<file path="src/rtl/datapath_issue.sv">
// Issue controller for the 16x32 register-file/ALU datapath.
// Decoded instructions are accepted through a valid/ready handshake. They then flow
// through a fixed LAT-stage pipeline whose first stage drives the execute controls
// and whose last stage drives the register-file write controls. A 16-bit scoreboard
// holds back any instruction that touches a register whose write is still pending.
module datapath_issue #(
    parameter int LAT = 2
) (
    input  logic        clk,
    input  logic        rst,
    input  logic        in_valid,
    output logic        in_ready,
    input  logic [2:0]  in_op,
    input  logic        in_form,
    input  logic [1:0]  in_vec,
    input  logic [3:0]  in_A,
    input  logic [3:0]  in_B,
    input  logic [3:0]  in_C,
    input  logic [3:0]  in_D,
    input  logic [3:0]  in_Y1,
    input  logic [3:0]  in_Y2,
    input  logic [1:0]  in_write,
    input  logic [3:0]  zero_reg,
    output logic [2:0]  dp_op,
    output logic        dp_form,
    output logic [1:0]  dp_vec,
    output logic [3:0]  dp_A,
    output logic [3:0]  dp_B,
    output logic [3:0]  dp_C,
    output logic [3:0]  dp_D,
    output logic [3:0]  dp_Y1,
    output logic [3:0]  dp_Y2,
    output logic [1:0]  dp_write,
    output logic [15:0] busy,
    output logic        idle,
    output logic [15:0] stall_cnt
);

    // One in-flight instruction. The write field holds the sanitised enables.
    typedef struct packed {
        logic [2:0] op;
        logic       form;
        logic [1:0] vec;
        logic [3:0] a;
        logic [3:0] b;
        logic [3:0] c;
        logic [3:0] d;
        logic [3:0] y1;
        logic [3:0] y2;
        logic [1:0] wr;
    } instr_t;

    logic [LAT-1:0] r_valid;
    instr_t         r_stage [LAT];
    logic [15:0]    r_busy;
    logic [15:0]    r_stallCnt;

    logic           w_wr0;
    logic           w_wr1;
    instr_t         w_in;
    logic [15:0]    w_srcMask;
    logic [15:0]    w_dstMask;
    logic [15:0]    w_retiring;
    logic           w_ready;
    logic           w_accept;
    instr_t         w_exec;
    instr_t         w_wb;

    function automatic logic [15:0] regBit(input logic [3:0] r);
        return 16'h0001 << r;
    endfunction

    // Sanitise the incoming write enables: writes to the hard-zero register are
    // dropped, and when both ports target the same register only Y1 is kept.
    always_comb begin
        w_wr0 = in_write[0] && (in_Y1 != zero_reg);
        w_wr1 = in_write[1] && (in_Y2 != zero_reg)
                && !(in_write[0] && (in_Y1 == in_Y2));
        w_in.op   = in_op;
        w_in.form = in_form;
        w_in.vec  = in_vec;
        w_in.a    = in_A;
        w_in.b    = in_B;
        w_in.c    = in_C;
        w_in.d    = in_D;
        w_in.y1   = in_Y1;
        w_in.y2   = in_Y2;
        w_in.wr   = {w_wr1, w_wr0};
    end

    // Hazard check. The register retiring this cycle is treated as free, so a
    // dependent instruction can issue in the same cycle its producer writes.
    // Readiness depends only on state and the offered fields, never on in_valid.
    always_comb begin
        w_srcMask = 16'h0000;
        if (in_A != zero_reg) w_srcMask = w_srcMask | regBit(in_A);
        if (in_B != zero_reg) w_srcMask = w_srcMask | regBit(in_B);
        if (in_C != zero_reg) w_srcMask = w_srcMask | regBit(in_C);
        if (in_D != zero_reg) w_srcMask = w_srcMask | regBit(in_D);
        w_dstMask = 16'h0000;
        if (w_wr0) w_dstMask = w_dstMask | regBit(in_Y1);
        if (w_wr1) w_dstMask = w_dstMask | regBit(in_Y2);
        w_retiring = 16'h0000;
        if (r_valid[LAT-1] && r_stage[LAT-1].wr[0]) w_retiring = w_retiring | regBit(r_stage[LAT-1].y1);
        if (r_valid[LAT-1] && r_stage[LAT-1].wr[1]) w_retiring = w_retiring | regBit(r_stage[LAT-1].y2);
        w_ready  = (((w_srcMask | w_dstMask) & r_busy & ~w_retiring) == 16'h0000);
        w_accept = in_valid && w_ready;
    end

    // Instruction pipeline: a new entry (or a bubble) enters every cycle and
    // everything moves one stage per cycle; reset discards all in-flight work.
    always_ff @(posedge clk) begin
        if (rst) begin
            r_valid <= '0;
        end else begin
            r_valid[0] <= w_accept;
            for (int i = 1; i < LAT; i++) begin
                r_valid[i] <= r_valid[i-1];
            end
        end
    end

    // Instruction fields travel alongside the valid bits; outputs are masked by
    // valid, so the field registers need no reset.
    always_ff @(posedge clk) begin
        r_stage[0] <= w_in;
        for (int i = 1; i < LAT; i++) begin
            r_stage[i] <= r_stage[i-1];
        end
    end

    // Scoreboard: retire the write-stage destinations, then mark the new ones.
    // Setting after clearing lets a LAT=1 producer/consumer pair share a register.
    always_ff @(posedge clk) begin
        if (rst) begin
            r_busy <= 16'h0000;
        end else begin
            r_busy <= (r_busy & ~w_retiring) | (w_accept ? w_dstMask : 16'h0000);
        end
    end

    // Saturating count of cycles where the decoder offered but was held off.
    always_ff @(posedge clk) begin
        if (rst) begin
            r_stallCnt <= 16'h0000;
        end else if (in_valid && !w_ready && (r_stallCnt != 16'hFFFF)) begin
            r_stallCnt <= r_stallCnt + 16'h0001;
        end
    end

    // Drive the datapath from the execute and write stages, zero when empty.
    always_comb begin
        w_exec   = r_valid[0] ? r_stage[0] : '0;
        w_wb     = r_valid[LAT-1] ? r_stage[LAT-1] : '0;
        dp_op    = w_exec.op;
        dp_form  = w_exec.form;
        dp_vec   = w_exec.vec;
        dp_A     = w_exec.a;
        dp_B     = w_exec.b;
        dp_C     = w_exec.c;
        dp_D     = w_exec.d;
        dp_Y1    = w_wb.y1;
        dp_Y2    = w_wb.y2;
        dp_write = w_wb.wr;
    end

    assign in_ready  = w_ready;
    assign busy      = r_busy;
    assign stall_cnt = r_stallCnt;
    assign idle      = (r_valid == '0) && (r_busy == 16'h0000);

endmodule

</file>
<file path="config.mk">
export PLATFORM = sky130hd
export DESIGN_NAME = datapath_issue
export DESIGN_NICKNAME = d
export VERILOG_FILES = /design/src/rtl/datapath_issue.sv
export SDC_FILE = /design/constraint.sdc
export NUM_CORES = 1
export LEC_CHECK = 0
export ABC_CLOCK_PERIOD_IN_PS = 3000
export CAP_MARGIN = 15
export CORE_ASPECT_RATIO = 0.9
export CORE_MARGIN = 3
export CORE_UTILIZATION = 42
export DETAILED_ROUTE_END_ITERATION = 6
export PLACE_DENSITY = 0.7
export SLEW_MARGIN = 15
export SYNTH_ARGS = -nofsm -noshare
export SYNTH_HDL_FRONTEND = slang
export SYNTH_SLANG_ARGS = --single-unit
</file>
<file path="constraint.sdc">
create_clock -name clk -period 3 [get_ports clk]
set_clock_uncertainty 0.05 [all_clocks]
set_input_delay 0.3 -clock clk [delete_from_list [all_inputs] [get_ports clk]]
set_output_delay 0.3 -clock clk [all_outputs]
set_load 0.05 [all_outputs]
</file>
==> out/metrics.yaml <==
routed_wl_mm: 16.58
synth_seq_cells: 76
criticalPathCategory: "in2out"
crit_required_ns: 2.65
dp.cells: 894
dp_hpwl_mm: 13.02
core_mm2: 0.01090
finalSetupTns_ns: 0
route.detailed.drc: 0
die_x_um: 117.7
grt_pass1_wl_mm: 26.12
maxSlewHeadroom_pct: 42.18
clock_latency_ns: 0.34
busiest_layer: "met2"
drt_iter0_drc: 335
grt_util_met3_pct: 4.415
hold_viol_final: 0
r2r_cells: 11
clock_sinks: 76
antenna_found_initial: 0
area_growth_pct: 61.09
synth.net_count: 577
final_util_pct: 69.71
grt_max_degree: 25
cp-startpoint: "zero_reg[1]"
portBuffers: 104
initial_utilization_pct: 43.27
irDropWorstVdd_mv: 0.3883
nets: 811
ios: 105
cp_max_fo: 5
place_area_mm2: 0.006828
cts-root-buf: "clkbuf_16"
rsz0062_at_grt: "true"
hold_class: "in2reg"
synth_cell_types: 82
slew_viol_final: 0
endpoint: "in_ready"
met2_usage_pct: 45.22
yosysSeqAreaShare_pct: 32.25
drt_pass1_iterations: 5
yosys-top-cells-area: "dfxtp_1, and2_1, nand2_1"
status: "finished, final reports clean"
cts_buffers: 9
vias: 5092
tightest_slew_ns: 0.8661
grt.total_usage_pct: 26.28
yosysMostFrequentCell: "dfxtp_1"
arrival_ns: 2.62
final_layout_size_suffix_gt1_share_pct: 36.34
cts_tree: "built"
num_antenna_cells: 0
h-tree-depth: 3
met1_usage_pct: 33.05
cts_hold_buf: 0
synth-edff-count: 0
ant_nets: 0
netlist_area_mm2: 0.004717
post_drt_wl_per_cell_um: 17.86
gp_congestion: 0.9998
synthTopCellsByCount: "dfxtp_1, nand2_1, and2_1"
layout.cells.non_filler: 928
rrSetupSlack_ns: 0.19
via_per_inst: 5.487
grt_overflow: 0
grt_pass1_vias: 4985
yosys_warnings: 0
synth-async-reset-ratio_pct: 0
synth_top_area_share_pct: 32.25
leakage_nw: 2.936
final-setup-viol-count: 0
path_clk_slew_ns: 0.06
post-route-cell-area_mm2: 0.007599
avgSynthCellArea_um2: 8.784
fmax_mhz: 336.4
rr_endpoint: "stall_cnt[5]"
whs_ns: 0.09987
worstSetupStartpointType: "primary input"
synth_top_cell_by_area: "dfxtp_1"
drv_cap: 0
fin_crit_sh_pct: 99.09
synthCells: 537
rows: 36
cts_buffer_depth: 2
die_h_um: 106.5
end_kind: "primary output"
power_density_mw_per_mm2: 395.5
r2r-start: "r_stage[0][39]"
ys.flop_type: "dfxtp_1"
min_period_ns: 2.973
die-area_mm2: 0.01254
==> power by group <==
part           switching [mW]  total, mW  internal, mW  leakage [nW]
Clock                   0.453       1.11         0.657         0.149
Combinational           0.438      0.813         0.375          2.16
Sequential             0.0329       1.08          1.05         0.630
==> area by class of cell <==
type,instances,area [µm²]
fill,891,3302
multi-input combinational,411,3263
timing repair buffer,262,2275
sequential,76,1524
clock buffer,9,225.2
tap,152,190.2
clock inverter,7,80.08
inverter,11,41.29
==> state kept, by name (all words and copies together), names as in the netlist <==
name       cells
stall_cnt     16
r_stage       42
busy          16
r_valid        2
==> routing by layer <==
layer	part of all wire, %	vias to the layer above
met5	0	-
met4	2.6	0
met3	5.1	30
met2	48	198
met1	44	2353
li1	-	2511
==> how the worst min path moves through the flow <==
stage | start | cells after the start | end | slack [ns]
after floorplan | r_stage[0][0] | 0 | r_stage[0][32] | 0.26
after global placement | r_stage[0][3] | 0 | r_stage[0][35] | 0.26
after detailed placement | r_stage[0][5] | 0 | r_stage[0][37] | 0.26
after CTS | r_stage[0][5] | 0 | r_stage[0][37] | 0.28
after global routing | in_D[3] | 1 | r_stage[0][13] | 0.11
final | in_D[3] | 1 | r_stage[0][13] | 0.1
==> what timing repair did <==
action                     4_1_cts  5_1_grt
gates cloned                     0        1
resized for setup               65       58
setup buffers                    9        8
pin swaps                       25       20
setup endpoints to repair       33       16
==> kinds of logic (layout without fill, tap and decap cells) <==
| group | after synthesis | in the layout | share of synthesized area (%) |
|---|---|---|---|
| and+or+nand+nor | 245 | 245 | 32.31 |
| AOI/OAI and AO/OA | 147 | 147 | 25.81 |
| DFF | 76 | 76 | 32.25 |
| buffers and inverters | 50 | 289 | 5.252 |
| xor gates and xnor gates | 17 | 17 | 3.793 |
| adders and majority gates | 1 | 1 | 0.2652 |
| muxes | 1 | 1 | 0.3182 |
==> cells in the final DEF (no fill, tap or decap), drive strengths merged, types with 6 or more instances in the layout <==
cell | synthesis | layout
a21oi | 32 | 32
a221oi | 11 | 11
a22oi | 7 | 7
a2bb2oi | 6 | 6
a31oi | 13 | 13
a32oi | 6 | 6
and2 | 37 | 37
and4 | 6 | 6
buf | 21 | 164
clkbuf | 18 | 12
clkdlybuf4s50 | 0 | 76
dfxtp | 76 | 76
dlygate4sd2 | 0 | 9
dlymetal6s2s | 0 | 8
inv | 11 | 15
nand2 | 43 | 43
nand2b | 10 | 10
nand3 | 28 | 28
nand4 | 9 | 9
nand4b | 8 | 8
nor2 | 24 | 24
nor2b | 13 | 13
nor3 | 6 | 6
nor4 | 7 | 7
nor4b | 8 | 8
nor4bb | 8 | 8
o211ai | 9 | 9
o21ai | 7 | 7
o221ai | 6 | 6
o22ai | 10 | 10
o31ai | 6 | 6
or2 | 10 | 10
or3 | 6 | 6
or4 | 7 | 7
xnor2 | 12 | 12
==> per-stage QoR <==
step           total power [mW]  worst slack, ns
6_report                  3.005          0.02739
5_1_grt                   3.129         -0.07388
4_1_cts                   2.996        0.0002489
3_5_place_dp              1.845          -0.6031
3_3_place_gp              1.835          -0.5359
2_1_floorplan             1.489           0.1066
==> worst max-delay path, cell delays in order <==
cell       delay [ns]
clkbuf_2         0.09
buf_6            0.15
xor2_4           0.20
or4_4            0.58
nand4_1          0.16
a31oi_2          0.13
a2111oi_4        0.40
o2111ai_4        0.19
nor2_4           0.18
buf_12           0.12
buf_12           0.12
Power figures use the tool's default switching activity.
